**config.mk**
```make
export PLATFORM = sky130hd
export DESIGN_NAME = c_nat_split_n_d
export DESIGN_NICKNAME = d
export VERILOG_FILES = /design/src/rtl/c_ctrl_pkg.sv /design/src/rtl/c_free_join.sv /design/src/rtl/c_nat_split_n_d.sv
export SDC_FILE = /design/constraint.sdc
export NUM_CORES = 1
export LEC_CHECK = 0
export CAP_MARGIN = 5
export CORE_ASPECT_RATIO = 1.5
export CORE_MARGIN = 5
export CORE_UTILIZATION = 35
export DETAILED_ROUTE_END_ITERATION = 10
export PLACE_DENSITY_LB_ADDON = 0.3
export SLEW_MARGIN = 20
export SYNTH_ARGS = -nofsm -noshare
export SYNTH_HDL_FRONTEND = slang
export SYNTH_SLANG_ARGS = --single-unit
```
**constraint.sdc**
```tcl
create_clock -name clk -period 1.5 [get_ports clk]
set_input_delay 0.45 -clock clk [delete_from_list [all_inputs] [get_ports clk]]
set_output_delay 0.45 -clock clk [all_outputs]
set_load 0.01 [all_outputs]
```
**src/rtl/c_ctrl_pkg.sv**
```systemverilog
// Purpose : shared types and helpers for the clocked control-token blocks.
// Latency : n/a (package only).
// Backpressure: n/a.
// Contents: ctrl_state_e FSM encoding shared by the clocked ctrl blocks,
//           cnt_width() for sizing the free-delay counter.
package c_ctrl_pkg;

    typedef enum logic [2:0] {
        ST_IDLE  = 3'd0,
        ST_DRIVE = 3'd1,
        ST_WAIT  = 3'd2,
        ST_DLY   = 3'd3,
        ST_FREE  = 3'd4
    } ctrl_state_e;

    // Counter wide enough to hold 0..free_dly, never narrower than one bit.
    function automatic int cnt_width(input int free_dly);
        int w;
        w = $clog2(free_dly + 1);
        return (w < 1) ? 1 : w;
    endfunction

endpackage

```
**src/rtl/c_free_join.sv**
```systemverilog
// Purpose : sticky per-branch free collector, AND-join and free-delay counter.
// Latency : all_free is combinational from the sticky regs; dly_done after FREE_DLY enabled cycles.
// Backpressure: none; frees are single-cycle pulses and are never refused.
// Ports   : clk, rst (sync, active high); i_free per-branch free pulses;
//           i_en branches allowed to record a free; i_act branches that must free;
//           i_clr clears the sticky regs (a same-cycle free still sets);
//           i_cnt_en runs the delay counter (cleared when low);
//           o_all_free, o_dly_done, o_dup (free on an already-set bit).
module c_free_join
    import c_ctrl_pkg::*;
#(
    parameter int NUM_CH   = 2,
    parameter int FREE_DLY = 2
) (
    input  logic              clk,
    input  logic              rst,
    input  logic [NUM_CH-1:0] i_free,
    input  logic [NUM_CH-1:0] i_en,
    input  logic [NUM_CH-1:0] i_act,
    input  logic              i_clr,
    input  logic              i_cnt_en,
    output logic              o_all_free,
    output logic              o_dly_done,
    output logic              o_dup
);

    localparam int CW = cnt_width(FREE_DLY);
    localparam logic [CW-1:0] DLY_LAST = (FREE_DLY > 0) ? CW'(FREE_DLY - 1) : '0;

    logic [NUM_CH-1:0] free_seen_q, free_seen_d;
    logic [NUM_CH-1:0] free_set;
    logic [CW-1:0]     cnt_q, cnt_d;

    assign free_set = i_free & i_en;

    always_comb begin
        free_seen_d = free_seen_q;
        // Set wins over clear so a free landing in the clear cycle is kept.
        if (i_clr) begin
            free_seen_d = free_set;
        end else begin
            free_seen_d = free_seen_q | free_set;
        end
    end

    always_comb begin
        cnt_d = '0;
        if (i_cnt_en) begin
            // Saturates on the terminal count instead of wrapping.
            cnt_d = (cnt_q != DLY_LAST) ? cnt_q + 1'b1 : cnt_q;
        end
    end

    always_ff @(posedge clk) begin
        if (rst) begin
            free_seen_q <= '0;
            cnt_q       <= '0;
        end else begin
            free_seen_q <= free_seen_d;
            cnt_q       <= cnt_d;
        end
    end

    // Branches outside the active set count as already freed.
    assign o_all_free = &(free_seen_q | ~i_act);
    assign o_dly_done = i_cnt_en && (cnt_q == DLY_LAST);
    assign o_dup      = |(free_set & free_seen_q);

endmodule

```
**src/rtl/c_nat_split_n_d.sv**
```systemverilog
// Purpose : clocked N-way unconditional split with registered, held payload.
// Latency : drive out 1 cycle after accepted drive; o_free FREE_DLY+2 cycles after last branch free.
// Backpressure: one token in flight; a drive while busy is dropped and flags o_err.
// Ports   : clk, rst (sync, active high); i_drive/i_data upstream token;
//           o_free upstream release pulse; o_driveNext/o_data per-branch token
//           (ch k at [k*DATA_WIDTH +: DATA_WIDTH]); i_freeNext per-branch release;
//           o_busy token in flight; o_err sticky protocol violation.
// Config  : define CHAN_MASK_EN to add i_chanMask (1 = branch enabled), sampled with i_drive.
module c_nat_split_n_d
    import c_ctrl_pkg::*;
#(
    parameter int DATA_WIDTH = 10,
    parameter int NUM_CH     = 2,
    parameter int FREE_DLY   = 2
) (
    input  logic                         clk,
    input  logic                         rst,
    input  logic                         i_drive,
    input  logic [DATA_WIDTH-1:0]        i_data,
    output logic                         o_free,
    output logic [NUM_CH-1:0]            o_driveNext,
    output logic [NUM_CH*DATA_WIDTH-1:0] o_data,
    input  logic [NUM_CH-1:0]            i_freeNext,
    output logic                         o_busy,
`ifdef CHAN_MASK_EN
    input  logic [NUM_CH-1:0]            i_chanMask,
`endif
    output logic                         o_err
);

    ctrl_state_e           state_q, state_d;
    logic [DATA_WIDTH-1:0] data_q, data_d;
    logic                  err_q, err_d;
    logic [NUM_CH-1:0]     act;
    logic [NUM_CH-1:0]     free_en;
    logic                  all_free;
    logic                  dly_done;
    logic                  free_dup;
    logic                  drive_ok;

`ifdef CHAN_MASK_EN
    logic [NUM_CH-1:0] mask_q, mask_d;
    assign act = mask_q;
`else
    assign act = {NUM_CH{1'b1}};
`endif

    assign drive_ok = i_drive && (state_q == ST_IDLE);

    // The mask of the next token is unknown in IDLE, so frees arriving early
    // are recorded on every branch; once a token is in flight only active
    // branches can record or complain.
    assign free_en = (state_q == ST_IDLE) ? {NUM_CH{1'b1}} : act;

    c_free_join #(
        .NUM_CH   (NUM_CH),
        .FREE_DLY (FREE_DLY)
    ) u_join (
        .clk        (clk),
        .rst        (rst),
        .i_free     (i_freeNext),
        .i_en       (free_en),
        .i_act      (act),
        .i_clr      (state_q == ST_FREE),
        .i_cnt_en   (state_q == ST_DLY),
        .o_all_free (all_free),
        .o_dly_done (dly_done),
        .o_dup      (free_dup)
    );

    always_comb begin
        state_d = state_q;
        data_d  = data_q;
`ifdef CHAN_MASK_EN
        mask_d  = mask_q;
`endif
        case (state_q)
            ST_IDLE: begin
                if (i_drive) begin
                    state_d = ST_DRIVE;
                    data_d  = i_data;
`ifdef CHAN_MASK_EN
                    mask_d  = i_chanMask;
`endif
                end
            end
            ST_DRIVE: begin
                // No active branch: nothing to wait for.
                if (act == '0) begin
                    state_d = (FREE_DLY == 0) ? ST_FREE : ST_DLY;
                end else begin
                    state_d = ST_WAIT;
                end
            end
            ST_WAIT: begin
                if (all_free) begin
                    state_d = (FREE_DLY == 0) ? ST_FREE : ST_DLY;
                end
            end
            ST_DLY: begin
                if (dly_done) begin
                    state_d = ST_FREE;
                end
            end
            ST_FREE: begin
                state_d = ST_IDLE;
            end
            default: begin
                state_d = ST_IDLE;
            end
        endcase
    end

    always_comb begin
        err_d = err_q | (i_drive && !drive_ok) | free_dup;
    end

    always_ff @(posedge clk) begin
        if (rst) begin
            state_q <= ST_IDLE;
            data_q  <= '0;
            err_q   <= 1'b0;
`ifdef CHAN_MASK_EN
            mask_q  <= '0;
`endif
        end else begin
            state_q <= state_d;
            data_q  <= data_d;
            err_q   <= err_d;
`ifdef CHAN_MASK_EN
            mask_q  <= mask_d;
`endif
        end
    end

    // Outputs decode straight from registered state; no input-to-output paths.
    assign o_driveNext = (state_q == ST_DRIVE) ? act : '0;
    assign o_free      = (state_q == ST_FREE);
    assign o_busy      = (state_q != ST_IDLE);
    assign o_data      = {NUM_CH{data_q}};
    assign o_err       = err_q;

endmodule

```
==> results.yml, run 1 <==
critical_path:
  crit_required_ps: 1050
  path_max_fanout: 2
  r2r_slack_ps: 30
  critPathTopFamily: "flip-flops"
  crit_path_top_delay_cell: "dfxtp_2"
  worst-endpoint-arrival_ps: 1210
  cp_common_cell: "buf_6"
  max_stage_delay_ps: 350
  end_kind: "primary output"
  critPathKind: "reg2out"
  startpoint_type: "register"
  crit_buf_inv: 2
  crit_path_cell_trace: "buf_6 -> or3_4 -> buf_6"
timing:
  setup_viol: 4
  layout_min_cycle_time_ps: 1660
  clock_skew_ps: 5.53
  worstMarginPinSlew_ps: 292
  hold_viol: 0
  setup_slack_ps: -160
  max-slew-margin-rel: 0.805
  slew_viol_final: 0
  fmax_ghz: 0.602
  holdWs_ps: 469
  grt_setup_unrepaired: "yes"
  period_share: 1.11
cts:
  clockRootBuffer: "clkbuf_4"
  cts_tree: "yes"
  cts-buffers-inserted: 3
  cts.sink_count: 18
  cts-htree-levels: 1
  path_clk_slew_ps: 100
  insertion_delay_ps: 290
  cts.path.max_buffers: 2
synthesis:
  synth_cell_types: 24
  synth_top_cell_by_area: "dfxtp_1"
  synthesis.nets: 109
  synthArstFlopShare: 0
  synth_edf_count: 0
  ys_ff_latch: 18
  synth_area_leaders: "dfxtp_1 (45%), buf_4 (10%), nand2_1 (9.8%)"
  postSynthCellCount: 93
  synth_area_um2: 802
  synth_top_area_share: 0.449
  syn_area_per_cell_um2: 8.62
  ys.warnings.count: 0
  synth_common_cells: "nand2_1 (21), dfxtp_1 (18), a21oi_1 (14)"
  synthFlopType: "dfxtp_1"
  yosysSeqAreaShare: 0.449
  yosysMostFrequentCell: "nand2_1"
floorplanning:
  die_y_um: 68.6
  ioPinCount: 40
  core-area_um2: 2210
  dieArea_um2: 3370
  floorplan.initialDensity: 0.363
  die_w_um: 49.1
  rows: 21
grt:
  gr-total-overflow: 0
  grt_pass1_wl_mm: 3.57
  grt_pass1_vias: 784
  grtUsageTotal: 0.132
  antenna_found_initial: 0
  grt_max_degree: 11
detailed_routing:
  detail_route.wl_per_cell_um: 13.4
  antenna_left: 0
  wl_mm: 2.10
  firstDrtPassIters: 4
  dr.first_iter.drc_count: 25
  route.detailed.drc: 0
  vias: 767
  vias_per_cell: 4.89
place:
  dp_hpwl_mm: 1.53
  routabilityCongestion: 0.851
  place_inst: 149
  port_buffers: 39
  place_area_um2: 1170
  dp_slack_ps: -358
job:
  drv_cap: 0
finish:
  fin_nets: 151
  fillers: 228
  n_antenna_cell: 0
  drive_gt1_frac: 0.224
  stdcell_count: 157
  syn_to_final_growth_pct: 55.7
  design_area_um2: 1250
hold_path:
  hold_path_class: "reg2reg"
run_status:
  status: "finished, violations left"
  violations: "negative setup slack"
power:
  powerDensity_nw_per_um2: 903
  leakage_nw: 0.598
  vdd_drop_max_mv: 0.768
  fin_total_pwr_mw: 1.13
## worst min-delay path, delay by kind of cell (launching register included)
family / cells / cell delay (ps)
AOI/OAI and AO/OA: 1 / 50
DFF: 1 / 330
and+or+nand+nor: 1 / 50
## cells by family (layout without fill, tap and decap cells)
family / after synthesis / count (layout) / share of synthesized area
adder cells (fa/ha/maj): 1 / 1 / 0.0156
buffers and inverters: 18 / 59 / 0.167
AO/OA/AOI/OAI: 19 / 19 / 0.133
AND/OR/NAND/NOR: 36 / 36 / 0.225
XOR/XNOR: 1 / 1 / 0.0109
flip-flops: 18 / 18 / 0.449
## cells in the final DEF, fill, tap and decap left out
| cell type | n |
|---|---|
| o21ai_0 | 1 |
| ha_1 | 1 |
| inv_2 | 1 |
| a31oi_1 | 1 |
| nand3_1 | 1 |
| or3_4 | 1 |
| nor4b_4 | 1 |
| a311oi_1 | 1 |
| clkbuf_8 | 1 |
| nor2b_1 | 1 |
| a21boi_0 | 1 |
| nand2_1 | 21 |
| nor3b_4 | 1 |
| buf_12 | 1 |
| buf_4 | 9 |
| clkdlybuf4s50_1 | 13 |
| a21oi_1 | 14 |
| buf_2 | 2 |
| nor4_1 | 1 |
| clkbuf_4 | 3 |
| nor2_1 | 7 |
| buf_6 | 5 |
| or3b_4 | 1 |
| a221oi_1 | 1 |
| dfxtp_1 | 15 |
| xor2_1 | 1 |
| dfxtp_2 | 2 |
| dfxtp_4 | 1 |
| inv_1 | 2 |
| dlygate4sd2_1 | 22 |
| or4b_4 | 1 |
## state kept, by name, summed over array words and instances (netlist names)
signal and cells:
data_q 10, o_err 1, state_q 3, u_join.cnt_q 2, u_join.free_seen_q 2
## worst paths after layout
check | endpoint | from | cells past startpoint
hold reg to reg | data_q[6]$_SDFFE_PP0P_ | data_q[6]$_SDFFE_PP0P_ | 2
setup reg to reg | data_q[4]$_SDFFE_PP0P_ | state_q[2]$_SDFFE_PP0P_ | 6
hold / removal | data_q[6]$_SDFFE_PP0P_ | data_q[6]$_SDFFE_PP0P_ | 2
setup / recovery | o_busy | state_q[2]$_SDFFE_PP0P_ | 3
## what timing repair did
item | in CTS | in global routing
setup endpoints to repair | 26 | 8
hold buffers | 0 | 0
cloned | 1 | 0
pin swaps | 1 | 1
resized for setup | 50 | 4
setup buffers | 3 | 0
## metrics by stage
stage / TNS (ps) / utilization
6_report: -570 / 0.566
5_1_grt: -817 / 0.566
4_1_cts: -591 / 0.559
3_5_place_dp: -4290 / 0.528
3_3_place_gp: -4140 / 0.528
2_1_floorplan: 0 / -
## power by group
group          switching [mW]  leakage [nW]  internal, mW
Combinational           0.131         0.428         0.165
Clock                   0.144        0.0210         0.148
Sequential             0.0256         0.149         0.514
## cell type report
class                   instances  area [µm²]  area share
repair buffers                 52         477       0.382
flip-flops and latches         18         367       0.294
multi-input cells              57         329       0.264
clock buffers                   4        36.3      0.0291
well taps                      23        28.8      0.0230
inverters                       3        11.3     0.00902
## per-layer routing
metal	vias to the layer above	share of wire	track usage
li1	382	-	-
met1	355	0.37	0.127
met2	28	0.55	0.263
met3	2	0.074	0.0473
met4	0	0.0062	0.0303
met5	-	0	0
Power figures use the tool's default switching activity.
==> run 2, diff against run 1 <==
- TNS_END_PERCENT: unset -> 20
==> results.yml, run 2 (synthesis gave the netlist of run 1 again) <==
run_status:
  status: "finished, violations left"
  violations: "negative setup slack"
critical_path:
  worst-endpoint-arrival_ps: 1210
  crit_buf_inv: 2
  crit_required_ps: 1050
  crit_path_top_delay_cell: "dfxtp_2"
  max_stage_delay_ps: 350
  cp_common_cell: "buf_6"
  critPathTopFamily: "flip-flops"
  path_max_fanout: 2
  crit_path_cell_trace: "buf_6 -> or3_4 -> buf_6"
  critPathKind: "reg2out"
  end_kind: "primary output"
  startpoint_type: "register"
detailed_routing:
  antenna_left: 0
  vias: 758
  route.detailed.drc: 0
  dr.first_iter.drc_count: 19
  detail_route.wl_per_cell_um: 12.8
  wl_mm: 2.00
  firstDrtPassIters: 4
  vias_per_cell: 4.86
job:
  drv_cap: 0
cts:
  clockRootBuffer: "clkbuf_4"
  cts-htree-levels: 1
  cts-buffers-inserted: 3
  path_clk_slew_ps: 110
  insertion_delay_ps: 290
  cts.path.max_buffers: 2
  cts_tree: "yes"
  cts_hold_buf: 0
  cts.sink_count: 18
grt:
  met1_usage: 0.126
  grt_pass1_wl_mm: 3.39
  grtUsageTotal: 0.125
  use_met2: 0.240
  antenna_found_initial: 0
  gr-total-overflow: 0
  use_met3: 0.0452
  grt.busiest_layer: "met2"
  grt_max_degree: 11
  grt_pass1_vias: 746
floorplanning:
  ioPinCount: 40
  dieArea_um2: 3370
  die_y_um: 68.6
  core-area_um2: 2210
  die_w_um: 49.1
  rows: 21
  floorplan.initialDensity: 0.363
place:
  place_inst: 149
  port_buffers: 39
  dp_hpwl_mm: 1.53
  routabilityCongestion: 0.851
  place_area_um2: 1170
finish:
  final_cell_mix: "nand2_1 (21), dlygate4sd2_1 (21), dfxtp_1 (15)"
  n_antenna_cell: 0
  fin_util: 0.558
  syn_to_final_growth_pct: 53.7
  stdcell_count: 156
  drive_gt1_frac: 0.211
  regMostFlops: "data_q"
  top_regs: "data_q x10, state_q x3"
  design_area_um2: 1230
  fin_nets: 150
  largest_reg_flops: 10
power:
  power.share.combinational: 0.255
  leakage_nw: 0.590
  vdd_drop_max_mv: 0.771
  powerDensity_nw_per_um2: 904
  clkPwrFrac: 0.262
  switching_power_mw: 0.296
  p_seq_frac: 0.483
  intPower_mw: 0.819
  swShare: 0.265
timing:
  tns_ps: -581
  fmax_ghz: 0.602
  hold_viol: 0
  setup_slack_ps: -161
  setup_viol: 5
  period_share: 1.11
  worstMarginPinSlew_ps: 292
  layout_min_cycle_time_ps: 1660
  grt_setup_unrepaired: "yes"
  clock_skew_ps: 9.14
  slew_viol_final: 0
  max-slew-margin-rel: 0.805
hold_path:
  hold_path_class: "reg2reg"
run 2: changes by cell type in the layout (fill, tap and decap cells not counted), sizes merged:
cell           delta
buf               -1
dlygate4sd2       -1
clkdlybuf4s50     +1
run 2: per-stage QoR:
step           hold slack [ps]  power, mW  worst slack [ps]
2_1_floorplan              459      0.710              12.2
4_1_cts                    473       1.12              -165
6_report                   468       1.11              -161
3_5_place_dp               465      0.858              -358
3_3_place_gp               455      0.853              -343
5_1_grt                    492       1.18              -210
run 2: worst paths after layout:
kind / slack (ps) / end / start / cells past startpoint
max: -160 / o_busy / state_q[2]$_SDFFE_PP0P_ / 3
min: 470 / data_q[6]$_SDFFE_PP0P_ / data_q[6]$_SDFFE_PP0P_ / 2
max reg2reg: 30 / data_q[4]$_SDFFE_PP0P_ / state_q[2]$_SDFFE_PP0P_ / 6
min reg2reg: 470 / data_q[6]$_SDFFE_PP0P_ / data_q[6]$_SDFFE_PP0P_ / 2
run 2: area by class of cell:
type	count	area (µm²)
Fill cell	230	975
Timing Repair Buffer	51	467
Sequential cell	18	364
Multi-Input combinational cell	57	325
Clock buffer	4	36.3
Tap cell	23	28.8
Inverter	3	11.3
run 2: metal layers:
metal  vias up  routed length (µm)
li1        379                   -
met1       343                 754
met2        34                1070
met3         2                 164
met4         0                  13
met5         -                   0
run 2: power groups by stage:
stage / clock [mW] / sequential (mW) / combinational (mW)
finish: 0.292 / 0.539 / 0.284
global route: 0.324 / 0.543 / 0.315
CTS: 0.301 / 0.539 / 0.284
detailed placement: 0 / 0.550 / 0.309
global placement: 0 / 0.546 / 0.307
floorplan: 0 / 0.554 / 0.157
run 2: tightest hold or removal path, stage by stage (launching register included):
cell and delay [ps]:
dfxtp_1 330, nand2_1 50, a21oi_1 50
run 2: timing repair:
action | 4_1_cts | 5_1_grt
resized for setup | 48 | 1
buffers inserted | 3 | 0
endpoints found under the setup margin | 26 | 4
pin swaps | 1 | 0
==> run 3, diff against run 2 <==
- GPL_TIMING_DRIVEN: unset -> 0
==> results.yml, run 3 (synthesis gave the netlist of run 1 again) <==
run_status:
  status: "finished, violations left"
  violations: "negative setup slack"
detailed_routing:
  firstDrtPassIters: 4
  route.detailed.drc: 0
  antenna_left: 0
  dr.first_iter.drc_count: 20
  vias_per_cell: 4.89
  detail_route.wl_per_cell_um: 12.1
  wl_mm: 1.94
  vias: 787
cts:
  cts-htree-levels: 1
  cts_tree: "yes"
  path_clk_slew_ps: 100
  clockRootBuffer: "clkbuf_4"
  cts.path.max_buffers: 2
  cts.sink_count: 18
  cts-buffers-inserted: 3
  insertion_delay_ps: 290
timing:
  tns_ps: -577
  holdWs_ps: 462
  hold_viol: 0
  layout_min_cycle_time_ps: 1680
  fmax_ghz: 0.594
  clock_skew_ps: 10.3
  setup_slack_ps: -183
  period_share: 1.12
  max-slew-margin-rel: 0.627
  worstMarginPinSlew_ps: 557
  slew_viol_final: 0
  setup_viol: 4
  grt_setup_unrepaired: "yes"
job:
  drv_cap: 0
finish:
  fin_util: 0.581
  layout_commonest_cell: "buf_4"
  largest_reg_flops: 10
  drive_gt1_frac: 0.370
  final_cell_mix: "buf_4 (24), nand2_1 (21), a21oi_1 (13), clkdlybuf4s50_1 (13), dlygate4sd2_1 (12)"
  n_antenna_cell: 0
  syn_to_final_growth_pct: 59.9
  regMostFlops: "data_q"
  fin_nets: 156
  design_area_um2: 1280
  top_regs: "data_q x10, state_q x3"
floorplanning:
  die_y_um: 68.6
  ioPinCount: 40
  floorplan.initialDensity: 0.363
  core-area_um2: 2210
  rows: 21
  dieArea_um2: 3370
  die_w_um: 49.1
power:
  p_seq_frac: 0.506
  intPower_mw: 0.788
  swShare: 0.275
  clkPwrFrac: 0.215
  vdd_drop_max_mv: 0.555
  power.share.combinational: 0.279
  leakage_nw: 0.608
  switching_power_mw: 0.299
  powerDensity_nw_per_um2: 848
grt:
  antenna_found_initial: 0
  grtUsageTotal: 0.116
  grt.busiest_layer: "met2"
  grt_max_degree: 11
  gr-total-overflow: 0
  use_met2: 0.221
  met1_usage: 0.121
  grt_pass1_wl_mm: 3.18
  grt_pass1_vias: 764
  use_met3: 0.0237
place:
  place_area_um2: 1220
  routabilityCongestion: 0.734
  dp_slack_ps: -506
  dp_hpwl_mm: 1.46
  port_buffers: 39
critical_path:
  crit_required_ps: 1050
  critPathKind: "reg2out"
  end_kind: "primary output"
  path_max_fanout: 7
  worst-endpoint-arrival_ps: 1230
  startpoint_type: "register"
hold_path:
  hold_path_class: "reg2reg"
## run 3: power groups by stage
stage	clock network, mW	logic, mW	registers (mW)
2_1_floorplan	0	0.157	0.554
3_3_place_gp	0	0.330	0.544
3_5_place_dp	0	0.336	0.546
4_1_cts	0.234	0.315	0.545
5_1_grt	0.263	0.331	0.556
6_report	0.234	0.303	0.550
## run 3: worst paths after layout
check	from	to	slack, ps	depth (start not counted)
worst max-delay path	state_q[1]$_SDFFE_PP0P_	o_free	-180	3
worst min-delay path	data_q[6]$_SDFFE_PP0P_	data_q[6]$_SDFFE_PP0P_	460	2
worst max register to register	state_q[2]$_SDFFE_PP0P_	data_q[4]$_SDFFE_PP0P_	110	5
worst min register to register	data_q[6]$_SDFFE_PP0P_	data_q[6]$_SDFFE_PP0P_	460	2
## run 3: timing repair
action,in CTS,in global routing
pin swaps,5,5
hold buffers,0,0
endpoints found under the setup margin,35,17
resized for setup,60,7
setup buffers,3,2
## run 3: cell type report
| type | instances | area, µm² |
|---|---|---|
| fill | 220 | 925 |
| timing repair buffer | 44 | 403 |
| sequential | 18 | 382 |
| multi-input combinational | 57 | 329 |
| buffer | 13 | 106 |
| tap | 23 | 28.8 |
| clock buffer | 3 | 22.5 |
| inverter | 3 | 11.3 |
## run 3: metal layers
layer  up-vias  part of all wire
li1        390                 -
met1       361              0.40
met2        31              0.51
met3         5             0.068
met4         0             0.017
met5         -                 0
## run 3: stage by stage
step | instances | power [mW]
finish | 161 | 1.09
global route | 161 | 1.15
CTS | 160 | 1.09
detailed placement | 155 | 0.882
floorplan | 93 | 0.710
global placement | 155 | 0.874
## run 3: critical path, stage by stage, from the launching register on
cell,delay [ps]
dfxtp_4,390
or3b_4,410
inv_2,60
buf_6,90
